**config.mk**
```make
export PLATFORM = sky130hd
export DESIGN_NAME = frame_stream_scheduler
export DESIGN_NICKNAME = d
export VERILOG_FILES = /design/src/rtl/frame_stream_scheduler.sv
export SDC_FILE = /design/constraint.sdc
export NUM_CORES = 1
export LEC_CHECK = 0
export ABC_AREA = 1
export CAP_MARGIN = 20
export CORE_MARGIN = 2
export CORE_UTILIZATION = 35
export CTS_BUF_LIST = sky130_fd_sc_hd__clkbuf_8
export CTS_CLUSTER_DIAMETER = 80
export DETAILED_ROUTE_END_ITERATION = 12
export GPL_TIMING_DRIVEN = 0
export MAX_ROUTING_LAYER = met4
export PLACE_DENSITY = 0.61
export REMOVE_ABC_BUFFERS = 1
export SKIP_LAST_GASP = 1
export SYNTH_ARGS = -nofsm -noshare
export SYNTH_HDL_FRONTEND = slang
export SYNTH_SLANG_ARGS = --single-unit
```
**constraint.sdc**
```tcl
create_clock -name axi_clk -period 3.9 [get_ports axi_clk]
set_clock_uncertainty 0.15 [all_clocks]
set_input_delay 0.78 -clock axi_clk [delete_from_list [all_inputs] [get_ports axi_clk]]
set_output_delay 0.78 -clock axi_clk [all_outputs]
set_load 0.01 [all_outputs]
```
**src/rtl/frame_stream_scheduler.sv**
```systemverilog
// Frame sequencer between a pixel stream and the image-processing core:
// meters input by line-buffer credits, honours output back-pressure, tracks frame completion.
module frame_stream_scheduler #(
  parameter int IMG_WIDTH   = 512,
  parameter int IMG_HEIGHT  = 512,
  parameter int PRIME_LINES = 4,
  parameter int OUT_PIXELS  = IMG_WIDTH * IMG_HEIGHT
) (
  input  logic       axi_clk,
  input  logic       axi_reset_n,
  input  logic       start,
  input  logic [3:0] cfg_opcode,
  input  logic       s_valid,
  input  logic [7:0] s_data,
  output logic       s_ready,
  output logic       p_data_valid,
  output logic [7:0] p_data,
  output logic [3:0] p_opcode,
  input  logic       p_intr,
  input  logic       p_prog_full,
  input  logic       m_beat,
  output logic       busy,
  output logic       frame_done,
  output logic       err_credit
);

  localparam int PW = (IMG_WIDTH > 1) ? $clog2(IMG_WIDTH) : 1;
  localparam int LW = (IMG_HEIGHT > 1) ? $clog2(IMG_HEIGHT) : 1;
  localparam int CW = $clog2(PRIME_LINES + 1);
  localparam int OW = $clog2(OUT_PIXELS + 1);

  localparam logic [PW-1:0] PIX_LAST  = PW'(IMG_WIDTH - 1);
  localparam logic [LW-1:0] LINE_LAST = LW'(IMG_HEIGHT - 1);
  localparam logic [CW-1:0] CRED_MAX  = CW'(PRIME_LINES);
  localparam logic [OW-1:0] OUT_MAX   = OW'(OUT_PIXELS);

  typedef enum logic [1:0] {
    IDLE   = 2'd0,
    STREAM = 2'd1,
    DRAIN  = 2'd2,
    DONE   = 2'd3
  } state_t;

  state_t        state_q, state_d;
  logic [PW-1:0] pix_cnt_q, pix_cnt_d;
  logic [LW-1:0] line_cnt_q, line_cnt_d;
  logic [CW-1:0] credits_q, credits_d;
  logic [OW-1:0] out_cnt_q, out_cnt_d;
  logic [3:0]    opcode_q, opcode_d;
  logic          err_q, err_d;
  logic          pvalid_q, pvalid_d;
  logic [7:0]    pdata_q, pdata_d;

  logic ready_c;
  logic xfer_c;
  logic line_end_c;
  logic frame_end_c;
  logic intr_ok_c;

  always_comb begin
    state_d    = state_q;
    pix_cnt_d  = pix_cnt_q;
    line_cnt_d = line_cnt_q;
    credits_d  = credits_q;
    out_cnt_d  = out_cnt_q;
    opcode_d   = opcode_q;
    err_d      = err_q;

    // Ready never looks at s_valid, so upstream may wait on it freely.
    ready_c     = (state_q == STREAM) && (credits_q != '0) && !p_prog_full;
    xfer_c      = s_valid && ready_c;
    line_end_c  = xfer_c && (pix_cnt_q == PIX_LAST);
    frame_end_c = line_end_c && (line_cnt_q == LINE_LAST);
    intr_ok_c   = p_intr && ((state_q == STREAM) || (state_q == DRAIN));

    pvalid_d = xfer_c;
    pdata_d  = xfer_c ? s_data : pdata_q;

    if (xfer_c) begin
      if (line_end_c) begin
        pix_cnt_d  = '0;
        line_cnt_d = line_cnt_q + LW'(1);
      end else begin
        pix_cnt_d = pix_cnt_q + PW'(1);
      end
    end

    // A returned line and a consumed line in the same cycle cancel out.
    case ({line_end_c, intr_ok_c})
      2'b10: credits_d = credits_q - CW'(1);
      2'b01: begin
        if (credits_q == CRED_MAX) begin
          err_d = 1'b1;
        end else begin
          credits_d = credits_q + CW'(1);
        end
      end
      default: credits_d = credits_q;
    endcase

    if ((state_q != IDLE) && m_beat && (out_cnt_q != OUT_MAX)) begin
      out_cnt_d = out_cnt_q + OW'(1);
    end

    case (state_q)
      IDLE: begin
        if (start) begin
          state_d    = STREAM;
          opcode_d   = cfg_opcode;
          credits_d  = CRED_MAX;
          pix_cnt_d  = '0;
          line_cnt_d = '0;
          out_cnt_d  = '0;
          err_d      = 1'b0;
        end
      end
      STREAM: begin
        if (frame_end_c) begin
          state_d = DRAIN;
        end
      end
      DRAIN: begin
        if (out_cnt_d == OUT_MAX) begin
          state_d = DONE;
        end
      end
      DONE: begin
        state_d = IDLE;
      end
      default: begin
        state_d = IDLE;
      end
    endcase
  end

  always_ff @(posedge axi_clk or negedge axi_reset_n) begin
    if (!axi_reset_n) begin
      state_q    <= IDLE;
      pix_cnt_q  <= '0;
      line_cnt_q <= '0;
      credits_q  <= '0;
      out_cnt_q  <= '0;
      opcode_q   <= '0;
      err_q      <= 1'b0;
      pvalid_q   <= 1'b0;
      pdata_q    <= '0;
    end else begin
      state_q    <= state_d;
      pix_cnt_q  <= pix_cnt_d;
      line_cnt_q <= line_cnt_d;
      credits_q  <= credits_d;
      out_cnt_q  <= out_cnt_d;
      opcode_q   <= opcode_d;
      err_q      <= err_d;
      pvalid_q   <= pvalid_d;
      pdata_q    <= pdata_d;
    end
  end

  assign s_ready      = ready_c;
  assign p_data_valid = pvalid_q;
  assign p_data       = pdata_q;
  assign p_opcode     = opcode_q;
  assign busy         = (state_q != IDLE);
  assign frame_done   = (state_q == DONE);
  assign err_credit   = err_q;

endmodule

```
==> impl_metrics.yaml <==
yosys:
  synth-seq-area-share: 0.4291
  synth-edff-count: 0
  synth_async_sr_flop_share: 1.000
  netlist_area_um2: 3266
  postSynthCellCount: 422
  ys_warn_count: 0
  ys.flop_type: "dfrtp_1"
  ys_ff_latch: 56
  syn_area_per_cell_um2: 7.738
  synth_cell_type_count: 35
sta:
  rsz0062_at_grt: "no"
  maxSlewViolCount: 0
  setup_viol: 0
  fin_crit_ns: 3.150
  fin_tns_setup_ns: 0
  period_share: 0.8077
  fin_ws_ns: 0.7500
  relSlewSlack: 0.3583
  worst_pin_slew_ns: 0.9615
  hold_viol_final: 0
  fmax_mhz: 317.5
clock_network:
  cts_setup_buffers: 0
  ctsHoldBuffers: 0
  root_buffer: "clkbuf_8"
  cts_resized: 0
  cts_sinks: 56
  clock_latency_ns: 0.31
  cts_tree: "done"
  numCtsBuffers: 5
  ctsLongestPathBuffers: 2
  h-tree-depth: 2
  cts.reportedPaths.clkPinSlew_ns: 0.10
floorplanning:
  die-width_um: 100.6
  rows: 35
  ios: 36
  core_um2: 9153
  start_util: 0.3568
  die_y_um: 100.6
  die_area_um2: 10120
placement:
  dp_hpwl_um: 5189
  dp_cells: 562
  post-place-ws_ns: 0.3785
  place_area_um2: 3732
  globalplace.congestion: 0.8441
  portBuffers: 35
power_and_ir_drop:
  clock_power_share: 0.205
  ir_drop_v: 0.0002781
  p_seq_frac: 0.403
  p_per_area_nw_per_um2: 499.3
  pwr-share-comb: 0.392
  switching_share: 0.3685
  p_sw_uw: 708.0
  internal_power_mw: 1.214
  p_leak_nw: 1.922
setup_path:
  start_kind: "input port"
  cp-end-kind: "flop"
  worstSetupPathType: "in -> reg"
  cp_max_fo: 16
  cp.required_ns: 3.94
  arrival_ns: 3.19
status:
  outcome: "finished, final reports clean"
finish:
  num_antenna_cells: 0
  ff_latch_area_um2: 1401
  multiInputGateArea_um2: 1628
  fillCellCount: 925
  nets: 492
  post-route-util: 0.4205
  stdcell_count: 570
  syn_to_final_growth_pct: 17.85
  final_layout_size_suffix_gt1_frac: 0.08715
  design_area_um2: 3849
drt:
  first_pass_iters: 4
  ant_nets: 0
  wl_per_cell_um: 12.27
  drc: 0
  routed_wl_um: 6995
  num_vias: 2663
  detail_route.vias_per_cell: 4.672
  dr.first_iter.drc_count: 89
grt:
  grt_pass1_vias: 2701
  grt_pass1_wl_um: 12250
  grt_max_degree: 37
  gr-usage-all-layers: 0.1547
  gr-total-overflow: 0
  antenna_found_initial: 0
min_path:
  hp-class: "in -> async"
run:
  drv_cap: 0
-- final cells by class --
| class | count | area share |
|---|---|---|
| inverter | 53 | 0.05169 |
| timing repair buffer | 36 | 0.09493 |
| clock inverter | 3 | 0.01235 |
| clock buffer | 5 | 0.01788 |
| multi-input combinational | 306 | 0.4230 |
| sequential | 56 | 0.3641 |
| tap | 111 | 0.03609 |
-- per-stage QoR --
stage | power [mW] | hold WS, ns
floorplan | 1.236 | 0.3340
global placement | 1.522 | 0.3071
detailed placement | 1.545 | 0.3138
CTS | 1.949 | 0.2823
global route | 2.081 | 0.3030
finish | 1.922 | 0.2697
-- metal layers --
layer	share of wire	global-route usage	vias to the layer above
met5	0	-	-
met3	0.021	0.02358	5
met2	0.50	0.2646	20
li1	-	-	1402
met1	0.46	0.1910	1236
met4	0.011	0.04110	0
-- power by group through the flow --
stage | combinational, mW | sequential, mW | clock [mW]
after global routing | 0.852 | 0.793 | 0.436
final | 0.753 | 0.774 | 0.394
after global placement | 0.740 | 0.782 | 0
after CTS | 0.761 | 0.776 | 0.412
after detailed placement | 0.759 | 0.786 | 0
after floorplan | 0.435 | 0.801 | 0
-- cell usage in the layout, fill, tap and decap left out, drive strengths merged, types with 9 or more instances in the layout --
master / instances
nand2: 119
nor2: 68
dfrtp: 56
inv: 53
clkdlybuf4s50: 34
nand3: 30
a21oi: 17
ha: 15
o21ai: 13
xor2: 9
-- state kept, by name (all words and copies together) (netlist names) --
signal / flops
pix_cnt_q: 9
line_cnt_q: 9
err_credit: 1
p_data_valid: 1
out_cnt_q: 19
credits_q: 3
p_data: 8
state_q: 2
p_opcode: 4
-- final timing paths --
path                       cells past startpoint  slack [ns]             to         start
max reg2reg                                   12        0.83   credits_q[2]  credits_q[0]
max                                            9        0.75   credits_q[2]   p_prog_full
min                                            1        0.27  out_cnt_q[10]   axi_reset_n
min in group axi_clk                           2        0.33      p_data[1]     p_data[1]
min reg2reg                                    2        0.33      p_data[1]     p_data[1]
max in group asynchronous                      2        2.76   out_cnt_q[7]   axi_reset_n
-- critical path, cell delays in order --
cell	delay [ns]
clkdlybuf4s50_1	0.46
nor3b_4	0.70
nand2_4	0.16
inv_1	0.31
ha_1	0.31
inv_1	0.12
o21ai_0	0.09
o21ai_0	0.16
nand3_1	0.09
-- logic make-up after synthesis --
kind of cell    count (synthesis)  share of synthesized area
compound gates                 37                    0.06284
xor+xnor                       12                    0.03449
simple gates                  240                     0.3376
fa+ha+maj                      15                    0.05747
buf+inv                        60                    0.07241
mux                             2                   0.006131
flops                          56                     0.4291
-- cell usage after synthesis, types with 2 or more instances --
master | instances | area (um2)
nor3_1 | 7 | 35.03
mux2i_1 | 2 | 20.02
nand2_2 | 3 | 18.77
ha_1 | 15 | 187.7
nand2_4 | 3 | 33.78
or2_2 | 2 | 12.51
nand3_2 | 5 | 50.05
nand3_1 | 25 | 125.1
clkbuf_1 | 4 | 15.01
a31oi_1 | 2 | 12.51
dfrtp_1 | 56 | 1401
nand3b_1 | 3 | 22.52
inv_1 | 50 | 187.7
nand2_1 | 113 | 424.2
o211ai_1 | 2 | 15.01
inv_2 | 3 | 11.26
nand4_1 | 8 | 50.05
a21oi_1 | 17 | 85.08
xnor2_1 | 3 | 26.28
o21ai_0 | 12 | 60.06
xor2_1 | 8 | 70.07
nor2_2 | 8 | 50.05
nor2_4 | 3 | 33.78
nor2_1 | 57 | 214.0
(Power assumes the default switching activity.)
